File: config.mk
export PLATFORM = sky130hd
export DESIGN_NAME = wb_capture
export DESIGN_NICKNAME = d
export VERILOG_FILES = /design/src/rtl/wb_capture.sv
export SDC_FILE = /design/constraint.sdc
export NUM_CORES = 1
export LEC_CHECK = 0
export ABC_AREA = 1
export CAP_MARGIN = 20
export CORE_MARGIN = 10
export CORE_UTILIZATION = 44
export CTS_CLUSTER_SIZE = 8
export DETAILED_ROUTE_END_ITERATION = 10
export PLACE_DENSITY = 0.87
export SETUP_SLACK_MARGIN = 0.5
export SLEW_MARGIN = 20
export SYNTH_ARGS = -nofsm -noshare
export SYNTH_HDL_FRONTEND = slang
export SYNTH_SLANG_ARGS = --single-unit
File: constraint.sdc
create_clock -name CLK -period 2.36 [get_ports CLK]
set_input_delay 0.59 -clock CLK [delete_from_list [all_inputs] [get_ports CLK]]
set_output_delay 0.59 -clock CLK [all_outputs]
set_load 0.01 [all_outputs]
File: src/rtl/wb_capture.sv
// Writeback capture stage: latches a result source, waits for load data when needed,
// and drives a one-cycle register-file write. Optional forwarding port: WB_CAPTURE_FWD_EN.
module wb_capture #(
    parameter int TIMEOUT = 255
) (
    input  logic        CLK,
    input  logic        RST_N,
    input  logic        In_Valid,
    output logic        In_Ready,
    input  logic [1:0]  SEL,
    input  logic [31:0] Dato_Alu,
    input  logic [9:0]  Dato_Pc,
    input  logic [31:0] Dato_Imm,
    input  logic [4:0]  Rd,
    input  logic        Reg_We,
    output logic        Mem_Req,
    input  logic        Mem_Valid,
    input  logic [31:0] Mem_Dato,
    output logic        Wr_En,
    output logic [4:0]  Wr_Addr,
    output logic [31:0] Wr_Dato,
`ifdef WB_CAPTURE_FWD_EN
    output logic        Fwd_Valid,
    output logic [4:0]  Fwd_Addr,
    output logic [31:0] Fwd_Dato,
`endif
    output logic        Busy,
    output logic        Err
);

    typedef enum logic [1:0] {IDLE, WAIT_MEM, WRITE} state_t;

    localparam logic [9:0] TMO_LAST = 10'(TIMEOUT - 1);

    state_t     state;
    logic [9:0] tmo_cnt;
    logic       reg_we_p0;

    // The memory source (01) is filled in later from Mem_Dato, so it never comes through here.
    function automatic logic [31:0] sel_operand(input logic [1:0]  s,
                                                input logic [31:0] alu,
                                                input logic [9:0]  pc,
                                                input logic [31:0] imm);
        case (s)
            2'b00:   sel_operand = alu;
            2'b10:   sel_operand = {22'b0, pc};
            2'b11:   sel_operand = imm;
            default: sel_operand = 32'b0;
        endcase
    endfunction

    always_ff @(posedge CLK or negedge RST_N) begin
        if (!RST_N) begin
            state     <= IDLE;
            In_Ready  <= 1'b1;
            Mem_Req   <= 1'b0;
            Wr_En     <= 1'b0;
            Wr_Addr   <= 5'b0;
            Wr_Dato   <= 32'b0;
            Busy      <= 1'b0;
            Err       <= 1'b0;
            tmo_cnt   <= 10'b0;
            reg_we_p0 <= 1'b0;
        end else begin
            Err   <= 1'b0;
            Wr_En <= 1'b0;
            case (state)
                IDLE: begin
                    if (In_Valid) begin
                        Wr_Addr   <= Rd;
                        reg_we_p0 <= Reg_We;
                        In_Ready  <= 1'b0;
                        Busy      <= 1'b1;
                        if (SEL == 2'b01) begin
                            state   <= WAIT_MEM;
                            Mem_Req <= 1'b1;
                            tmo_cnt <= 10'b0;
                        end else begin
                            state   <= WRITE;
                            Wr_Dato <= sel_operand(SEL, Dato_Alu, Dato_Pc, Dato_Imm);
                            Wr_En   <= Reg_We && (Rd != 5'd0);
                        end
                    end
                end
                WAIT_MEM: begin
                    // Load data wins over a timeout landing in the same cycle.
                    if (Mem_Valid) begin
                        state   <= WRITE;
                        Mem_Req <= 1'b0;
                        Wr_Dato <= Mem_Dato;
                        Wr_En   <= reg_we_p0 && (Wr_Addr != 5'd0);
                    end else if (tmo_cnt == TMO_LAST) begin
                        state    <= IDLE;
                        Mem_Req  <= 1'b0;
                        In_Ready <= 1'b1;
                        Busy     <= 1'b0;
                        Err      <= 1'b1;
                        tmo_cnt  <= 10'b0;
                    end else begin
                        tmo_cnt <= tmo_cnt + 10'd1;
                    end
                end
                WRITE: begin
                    state    <= IDLE;
                    In_Ready <= 1'b1;
                    Busy     <= 1'b0;
                end
                default: begin
                    state    <= IDLE;
                    In_Ready <= 1'b1;
                    Mem_Req  <= 1'b0;
                    Busy     <= 1'b0;
                end
            endcase
        end
    end

`ifdef WB_CAPTURE_FWD_EN
    assign Fwd_Valid = Wr_En;
    assign Fwd_Addr  = Wr_Addr;
    assign Fwd_Dato  = Wr_Dato;
`endif

endmodule
======== Word-level counts from Yosys, hierarchy flattened ========
Index checks and enable logic that the tools add are counted.
storage, ports and cells
  register bits after elaboration ......... 55
  bits of input ports ..................... 118
  word-level logic and storage cells ...... 72
cells by class
  add/subtract/negate cells ............... 1
  equal/unequal tests ..................... 13
  multiplexer cells ....................... 34
  bitwise gates (word level) .............. 1
  reductions and logical operators ........ 13
operators by type and width
  operator               count
  $mux 32                3
  $pmux 32 s3            1
  $pmux 32 s2            1
  $mux 10                4
  $pmux 10 s2            1
  $mux 1                 15
  $ne 2x2->1 const B     6
  $reduce_and 4->1       3
  $add 10x1->10 const B  1
  $eq 10x8->1 const B    1
  $reduce_bool 5->1      2
  $mux 2                 4
  $eq 2x2->1 const B     3
  $pmux 1 s2             3
  $eq 2x1->1 const B     2
  $logic_not 2->1        2
  $pmux 2 s2             1
  $reduce_and 2->1       2
  $ne 3x3->1 const B     1
  $pmux 1 s3             1
  $reduce_and 3->1       1
  $logic_and 1x1->1      2
  $reduce_bool 2->1      1
  $not 1->1              1

======== Depth between registers and ports, before layout ========
Gate-level depths: netlist (run 1).
  depth after elaboration ................. 5
  depth in mapped cells ................... 9

======== Worst setup path after synthesis (run 1) ========
No wires, ideal clock.
  path kind ............................... in2reg
  from .................................... input port SEL[1]
  to ...................................... register Wr_Dato[16]
  setup time .............................. 65 ps
  arrival ................................. 1310 ps
  path slack .............................. 985 ps
  stages .................................. 6
  buffers on the path ..................... 1
  path through ............................ nor2_1 clkbuf_1 nand2_1 nand3_1 nand2_1 nand2_1
on the way
  word-level cells in the longest chain between the ends .. 5
  elaborated cells on any way between the ends .. 10
RTL lines
  item                                           RTL line  text
  from (decl)                                    10        input logic [1:0] SEL,
  $eq 2x2->1 or $logic_not 2->1 (tied branches)  44        case (s)
  $pmux 32 s3                                    44
  $mux 32                                        74        if (SEL == 2'b01) begin
  $mux 32                                        69        if (In_Valid) begin
  $pmux 32 s2                                    67        case (state)
  to (signal assigned)                           80        Wr_Dato <= sel_operand(SEL, Dato_Alu, Dato_Pc, Dato_Imm);
  to (signal assigned)                           90        Wr_Dato <= Mem_Dato;
  to (decl)                                      21        output logic [31:0] Wr_Dato,
Several ways; a longest one is shown, not always the timed one. The select of a mux whose other input is x is not followed.
A chain may end at the register's enable or synchronous reset.

======== Worst setup path after layout (run 1) ========
  from .................................... register Wr_Dato[15]
  to ...................................... output port Wr_Dato[15]
No word-level cell between the ends.

==> results.md, run 1 <==
Global route:
- The initial antenna violation count is 0.
- The via count of the first global-routing pass is between 3000 and 4000.
- The global-route wire length before repair is about 19000 um.
- Entering global routing, the biggest net connects 35 pins.
- For this run the aggregate overflow at the end of global routing stands at 0.
- The total global routing track utilization is 0.202.

Clock tree:
- TritonCTS created 5 clock buffers.
- The total number of clock tree sinks is 55.
- The clock-pin slew of the registers on the worst-case setup and hold paths is 0.09 ns.
- The number of buffers inserted by hold repair at cts is 0.
- The number of buffers on the longest clock path is 2.
- The clock insertion delay at the later pin of the skew report is 0.31 ns.
- The clock tree from TritonCTS is yes.
- The number of levels in the clock H-tree is 2.
- The CTS root buffer is clkbuf_8.

Timing:
- The total count of hold-check failures in the final report came to 0.
- Setup repair after global routing could not meet its margin everywhere.
- In the finished design, the share of the clock period the worst path needs comes to 0.773.
- The final-layout worst hold slack is 0.275 ns.
- The clock arrives with ~0.0051 ns of skew.
- For the final routed database, the setup TNS stands at 0 ns.
- The worst-margin pin slew is between 0.7 and 0.8 ns.
- The shortest clock period the worst path allows after layout is 1.82 ns.
- Static timing analysis puts the maximum clock frequency at approximately 550 MHz.
- The number of max-slew violations in the final report is 0.
- Setup violations remaining at the end of the flow were counted as 0.
- In this run the tightest slew margin relative to its limit is 0.525.
- The setup slack of the critical path after layout is roughly 0.54 ns.

Logic synthesis:
- The sequential share of the synthesized area is 0.427.
- Of all flip-flops after synthesis, the portion carrying an async set or reset was 1.00.
- The post-synthesis share of cell area spent on xor and xnor gates is 0.00271.
- After synthesis, the mean cell area works out to 6.47 um2.
- After technology mapping, the gate count stands at 499.
- The multiplexer share of the synthesized area is 0.
- The fraction of synthesized cell area taken by the top area cell type is 0.419.
- After synthesis, the largest family of logic cells by area is simple AND/OR/NAND/NOR gates.
- Sorting the synthesized cells by area gives the leading types as dfrtp_1 42%, nand2_1 31%, nor2_1 7.1%.
- The synthesized design contains 0 enable-type register cells.
- The synthesized-area fraction occupied by adder cells is 0.00775.
- The number of different library cells in the post-synthesis netlist is 24.
- The compound-gate portion of the synthesized area came to 0.0178.
- The simple-gate area share of the yosys netlist is 0.480.
- The most instantiated library cell after synthesis is nand2_1.
- Synthesis produced a netlist with a net count of a little over 600.
- After synthesis the cells add up to 3230 um2.
- The post-synthesis sequential element count is 55.
- The number of warnings printed during yosys synthesis is 0.
- The leading area contributor after synthesis is dfrtp_1.
- The commonest cells after synthesis are 264 x nand2_1, 61 x nor2_1, 54 x dfrtp_1.
- The dominant synthesized flop cell is dfrtp_1.

Worst setup path:
- The worst setup path is captured at an output pin.
- Setup slack on the worst reg-to-reg path comes out at 0.68 ns.
- The number of buffers and inverters on the critical path is 1.
- The critical path goes through clkdlybuf4s50_1.
- In this run the number of cells on the critical path is 1.
- The critical path ends at Wr_Dato[15].
- Tracing the worst setup path back leads to its startpoint at Wr_Dato[15]$_DFFE_PN0P_.
- In this run the critical register-to-register path is launched from state[1]$_DFFE_PN0P_.
- The worst register-to-register path has a depth of 8.
- The largest driver fanout on the critical path is 2.
- The delay of the slowest critical-path stage is around 0.57 ns.
- The slowest cell on the critical path is clkdlybuf4s50_1.
- In this run the critical register-to-register path is captured at Wr_Dato[24]$_DFFE_PN0P_.
- Data on the critical path is required at its endpoint by approximately 1.8 ns.
- The arrival time at the worst endpoint is about 1.2 ns.
- The family with the most delay on the worst path is buffers and inverters.
- The worst setup path is launched from a flop.
- The category of the critical setup timing path is reg2out.

Drt:
- In the routed layout, each cell is associated on average with a via count of around 4.9.
- The routed metal-1 wirelength is 4250 um.
- The detail route stage leaves a number of antenna-violating nets equal to 0.
- The highest metal layer used by the detailed router is met4.
- The detailed router's first-iteration violation count is roughly 140.
- Detailed routing placed a total of 6040 um of wire on met2.
- The wire length after detailed routing is around 11000 um.
- The length of routed met3 wiring is 880 um.
- Dividing the detail-routed wire length by the instance count gives 15.2 um.
- Summing over every cut layer, the via total after detailed routing is roughly 3700.
- For this run, design rule violations remaining after detail routing come to 0.
- The first detailed-routing pass took 5 iterations.

Die:
- Row generation in the floorplan step produced 31 rows.
- The floorplan step set the die width to 106 um.
- The I/O pin count is 160.
- The area of the placeable core is 7180 um2.
- The die covers around 11000 um2.
- The effective utilization at floorplan is 0.450.
- The floorplan step set the die height to 106 um.

Power:
- The analysis attributes to cell leakage a power of a little under 3 nW.
- The switching share of power is 0.392.
- The net switching power is 1.73 mW.
- The share of total power dissipated in the clock network is 0.147.
- The design draws roughly 4.4 mW.
- The maximum resistive drop on vdd is 410 uV.
- Dividing total power by cell area gives a power density of around 850 nW/um2.
- The share of total power dissipated in sequential elements is 0.338.
- The combinational share of power is 0.514.
- The internal power is about 2.7 mW.

Layout:
- The repair_antennas step left the layout with diodes totalling 0.
- Counting the fill cells in the layout gives ~570.
- The layout-stage area growth over the synthesis result is 60.3%.
- The share of final-layout standard cells stronger than drive strength 1 is 0.0471.
- The number of nets in the layout is 777.

Place:
- In this run the tool buffered the top-level ports with 159 buffer cells.
- The placement-stage worst setup slack is about 0.14 ns.
- After legalization and detailed placement, the total HPWL measured just over 9000 um.
- At the end of routability-driven placement, the weighted congestion stood at ~0.9.

Flow run:
- The number of maximum-capacitance violations is 0.

Status:
- The flow ran to the end, and the final reports show no timing, DRC or antenna violations.

Hold path:
- The worst hold path class is in2async.
## layout by cell type, fill, tap and decap left out
master	n
nand2_2	2
nand3_1	45
nand2_1	263
buf_4	5
inv_1	25
xor2_1	1
nor2_1	60
dlygate4sd2_1	7
buf_2	1
nand3b_1	1
buf_12	4
nor3_1	2
clkinvlp_4	1
nand4_4	1
clkdlybuf4s50_1	127
clkbuf_8	6
nand4_1	5
o21ai_0	9
a21oi_1	1
nor2_2	1
inv_2	3
dfstp_2	1
o21bai_1	1
dfrtp_1	54
nor2_4	2
clkinv_2	1
dlymetal6s2s_1	24
bufinv_16	1
bufbuf_16	1
nand2_4	1
ha_1	2
## repair_timing
item                       in CTS  in global routing
gates resized for setup         8                 26
pin swaps                       1                  0
setup buffers                   4                  0
cloned                          1                  0
setup endpoints to repair      13                 45
## power groups by stage
stage	combinational (mW)	sequential [mW]	clock (mW)
finish	2.27	1.49	0.650
global route	2.52	1.53	0.696
CTS	2.33	1.50	0.661
detailed placement	2.23	1.51	0
global placement	2.16	1.50	0
floorplan	1.03	1.62	0
## through the flow
stage / util / cells / area [um2]
2_1_floorplan: - / 499 / 3230
3_3_place_gp: 0.687 / 744 / 4930
3_5_place_dp: 0.687 / 744 / 4930
4_1_cts: 0.711 / 757 / 5100
5_1_grt: 0.721 / 757 / 5170
6_report: 0.721 / 757 / 5170
## per-layer routing
layer	vias up	track usage
met4	0	0.0725
li1	1850	-
met2	143	0.365
met1	1690	0.217
met5	-	0
met3	21	0.0652
## how the worst min path moves through the flow
stage / startpoint / endpoint / slack [ns] / cells past startpoint
3_5_place_dp: Busy$_DFFE_PN0P_ / Busy$_DFFE_PN0P_ / 0.46 / 2
2_1_floorplan: RST_N / Busy$_DFFE_PN0P_ / 0.29 / 0
3_3_place_gp: In_Ready$_DFFE_PN1P_ / In_Ready$_DFFE_PN1P_ / 0.45 / 2
4_1_cts: RST_N / Wr_Dato[13]$_DFFE_PN0P_ / 0.29 / 1
6_report: RST_N / Wr_Dato[6]$_DFFE_PN0P_ / 0.28 / 1
5_1_grt: RST_N / Wr_Dato[10]$_DFFE_PN0P_ / 0.30 / 1
## area by class of cell
cell class / count / area, um2 / share of cell area
Clock buffer: 6 / 82.6 / 0.0160
Clock inverter: 2 / 35.0 / 0.00677
Sequential cell: 55 / 1380 / 0.266
Inverter: 29 / 113 / 0.0218
Timing Repair Buffer: 169 / 1790 / 0.346
Multi-Input combinational cell: 397 / 1650 / 0.319
Tap cell: 99 / 124 / 0.0240
## sequential cells by signal (all words and copies together), names as in the netlist
| name | cells |
|---|---|
| reg_we_p0 | 1 |
| Wr_Dato | 32 |
| In_Ready | 1 |
| Err | 1 |
| Wr_En | 1 |
| Mem_Req | 1 |
| state | 2 |
| Busy | 1 |
| tmo_cnt | 10 |
| Wr_Addr | 5 |
## kinds of logic after synthesis
group / Yosys count
xor gates and xnor gates: 1
adders and majority gates: 2
AOI/OAI and AO/OA: 11
and+or+nand+nor: 383
DFF: 55
buffers and inverters: 47
Note: power is estimated with default switching activity, not from simulation.
==> inputs of run 2 (changes only) <==
--- a/config.mk
+++ b/config.mk
@@ -8,10 +8,10 @@
 export ABC_AREA = 1
 export CAP_MARGIN = 20
 export CORE_MARGIN = 10
-export CORE_UTILIZATION = 44
+export CORE_UTILIZATION = 41
 export CTS_CLUSTER_SIZE = 8
 export DETAILED_ROUTE_END_ITERATION = 10
-export PLACE_DENSITY = 0.87
+export PLACE_DENSITY = 0.81
 export SETUP_SLACK_MARGIN = 0.5
 export SLEW_MARGIN = 20
 export SYNTH_ARGS = -nofsm -noshare
==> constraint.sdc (replaced) <==
create_clock -name CLK -period 1.85 [get_ports CLK]
set_input_delay 0.4625 -clock CLK [delete_from_list [all_inputs] [get_ports CLK]]
set_output_delay 0.4625 -clock CLK [all_outputs]
set_load 0.01 [all_outputs]
==> results.md, run 2 (same netlist as run 1, synthesis figures left out) <==
Status:
- Run status: complete, no violations (unchanged).

Die:
- The site row count is 32 (was 31).
- The I/O pin count is 160 (unchanged).
- The effective utilization at floorplan is 0.420 (was 0.450).
- The area of the placeable core is 7690 um2 (was 7180 um2).
- The die span in y is 109 um (was 106 um).
- The full die area came to 11800 um2 (was 11200 um2).
- The chip width is 109 um (was 106 um).

Layout:
- The number of nets in the layout came to 838 (was 777).
- The share of final-layout standard cells stronger than drive strength 1 is 0.250 (was 0.0471).
- The register with the most flip-flops is Wr_Dato (unchanged).
- The commonest non-fill, non-tap cell in the layout is nand2_1 (unchanged).
- The total non-filler cell area in the finished layout is 5850 um2 (was 5170 um2).
- The layout-stage area growth over the synthesis result was 81.3% (was 60.3%).
- Largest registers: Wr_Dato: 32 flops, tmo_cnt: 10 flops, Wr_Addr: 5 flops (unchanged).
- The flip-flop count of the largest register, all copies and words added is 32 (unchanged).
- Most frequent cells in the layout: 243 x nand2_1, 112 x clkdlybuf4s50_1, 53 x dfrtp_1 (was 263 x nand2_1, 127 x clkdlybuf4s50_1, 60 x nor2_1).
- The diode insertion count for antenna repair came to 0 (unchanged).

Worst setup path:
- The worst setup path startpoint is state[1]$_DFFE_PN0P_ (was Wr_Dato[15]$_DFFE_PN0P_).
- The data required time of the critical path is 2.10 ns (was 1.77 ns).
- The worst setup slack for register-to-register paths is 0.29 ns (was 0.68 ns).
- The category of the critical setup timing path is reg2reg (was reg2out).
- The endpoint of the worst-slack reg-to-reg timing path is Wr_Dato[10]$_DFFE_PN0P_ (was Wr_Dato[24]$_DFFE_PN0P_).
- The largest driver fanout on the critical path came to 5 (was 2).
- The family with the most delay on the worst path was buffers and inverters (unchanged).
- The combined buffer and inverter count along the critical path is 5 (was 1).
- The last element of the critical path is Wr_Dato[10]$_DFFE_PN0P_ (was Wr_Dato[15]).
- Cells along the critical path: inv_2 > nand2_4 > inv_4 > nand2_4 > nand4_4 > buf_6 > buf_6 > clkbuf_16 > nor2_2 > nand2_1 > nand2_1 (was clkdlybuf4s50_1).
- The nature of the critical path startpoint was a flop (unchanged).
- The arrival time at the worst endpoint was 1.82 ns (was 1.23 ns).
- The type of destination of the critical path is a flop (was output pin).
- The depth of the worst register-to-register path is 11 (was 8).
- The critical path depth in cells is 11 (was 1).
- The launch point of the worst reg-to-reg path was state[1]$_DFFE_PN0P_ (unchanged).
- The delay of the slowest critical-path stage is 0.43 ns (was 0.57 ns).
- The slowest cell on the critical path is dfrtp_1 (was clkdlybuf4s50_1).

Timing:
- The worst relative slew slack is 0.710 (was 0.525).
- Of the available clock period, the critical path in the final layout requires 0.845.
- RSZ-0062 raised after global routing: yes (unchanged).
- The clock skew is 0.00705 ns (was 0.00509 ns).
- The maximum clock frequency is approximately 640 MHz.
- The total count of hold-check failures in the final report is 0 (unchanged).
- The worst-margin pin slew is 0.434 ns (was 0.711 ns).
- The number of max-slew violations in the final report is 0 (unchanged).
- The final setup violation count is 0 (unchanged).
- Counting I/O delays and the setup requirement, the final critical path takes approximately 1.6 ns.
- The summed negative setup slack over all endpoints is 0 ns (unchanged).

Clock tree:
- The CTS root buffer is clkbuf_8 (unchanged).
- The clock-pin slew of the registers on the worst-case setup and hold paths was 0.10 ns (was 0.09 ns).
- The number of buffers inserted by hold repair at cts is 0 (unchanged).
- The total number of clock tree sinks is 55 (unchanged).
- The number of levels in the clock H-tree is 2 (unchanged).
- The clock insertion delay at the later pin of the skew report was 0.31 ns (about the same).
- The clock tree from TritonCTS is yes (unchanged).
- The number of buffers on the longest clock path is 2 (unchanged).
- The total clock buffers created by CTS was 5 (unchanged).

Global route:
- The total global routing track utilization is 0.208 (was 0.202).
- The largest net degree at the start of global routing came to 56 (was 35).
- The total overflow reported by the global router is 0 (unchanged).
- The initial antenna violation count was 0 (unchanged).
- The via count of the first global-routing pass is 4133 (was 3769).
- The global-route wire length before repair was 19900 um (was 18600 um).

Power:
- The maximum resistive drop on vdd is 720 uV (was 410 uV).
- The overall power consumption is 7.26 mW (was 4.41 mW).
- The leakage power figure is 3.08 nW (was 2.93 nW).
- The total power density per cell area is 1240 nW/um2 (was 853 nW/um2).

Drt:
- The detailed-route vias per instance is 4.95 (was 4.89).
- The via count was 4060 (was 3704).
- The number of nets with antenna violations after routing came to 0 (unchanged).
- The wire length after detailed routing is 13500 um (was 11500 um).
- The routed wire length per instance was 16.4 um (was 15.2 um).
- The detailed router's first-iteration violation count came to 176 (was 144).
- The first-pass iteration count of the detailed router is 6 (was 5).
- The number of DRC violations after detailed routing is 0 (unchanged).

Flow run:
- The number of maximum-capacitance violations was 0 (unchanged).

Place:
- The total placed instance area was 5070 um2 (was 4930 um2).
- The count of port buffers added during placement is 159 (unchanged).
- The post-detailed-placement half-perimeter wirelength is 8970 um (was 9110 um).
- The weighted congestion at the end of routability-driven global placement is 0.932 (was 0.891).

Hold path:
- The worst hold path class is in2async (unchanged).
==> run 2: changes by cell type in the layout (fill, tap and decap cells not counted), sizes merged, moves of 3 or more <==
| cell | before | now |
|---|---|---|
| buf | 10 | 111 |
| clkdlybuf4s50 | 127 | 112 |
| dlygate4sd2 | 7 | 4 |
| dlymetal6s2s | 24 | 0 |
| clkbuf | 6 | 10 |
==> run 2: per-stage QoR <==
step / setup WS, ns / hold slack (ns) / std cells / util
2_1_floorplan: 0.515 / 0.167 / 499 / -
5_1_grt: 0.226 / 0.138 / 821 / 0.761
3_3_place_gp: -0.0479 / 0.458 / 761 / 0.660
4_1_cts: 0.363 / 0.145 / 805 / 0.714
3_5_place_dp: -0.110 / 0.466 / 761 / 0.660
6_report: 0.288 / 0.127 / 821 / 0.761
==> run 2: final cells by class <==
cell class                      instances  area, um2
Fill cell                             531       1840
Timing Repair Buffer                  230       2240
Multi-Input combinational cell        397       1890
Clock buffer                            8        100
Tap cell                              102        128
Sequential cell                        55       1380
Inverter                               29        116
==> run 2: worst min path at each step <==
stage / from / end / slack (ns) / cells after the start
final: RST_N / tmo_cnt[6]$_DFFE_PN0P_ / 0.13 / 2
after global routing: RST_N / tmo_cnt[8]$_DFFE_PN0P_ / 0.14 / 2
after CTS: RST_N / tmo_cnt[6]$_DFFE_PN0P_ / 0.15 / 2
after detailed placement: Wr_Dato[1]$_DFFE_PN0P_ / Wr_Dato[1]$_DFFE_PN0P_ / 0.47 / 2
after global placement: In_Ready$_DFFE_PN1P_ / In_Ready$_DFFE_PN1P_ / 0.46 / 2
after floorplan: RST_N / Busy$_DFFE_PN0P_ / 0.17 / 0
==> run 2: worst reg2reg max path, delay by kind of cell, from the launching register on <==
kind,cells,cell delay [ns]
flops,1,0.43
buf+inv,5,0.56
simple gates,6,0.51
==> run 2: repair_timing <==
action	CTS	global route
setup buffers	31	14
cloned	5	2
gates resized for setup	213	56
pin swaps	12	12
setup endpoints to repair	89	62
==> run 2: where the power goes <==
group          switching (mW)  internal, mW
Combinational            2.20          2.40
Sequential              0.285          1.63
Clock                   0.407         0.343
==> run 2: per-layer routing <==
layer,GRT usage,share of wire
met5,0,0
met1,0.226,0.37
met2,0.381,0.53
met4,0.0593,0.019
met3,0.0631,0.077
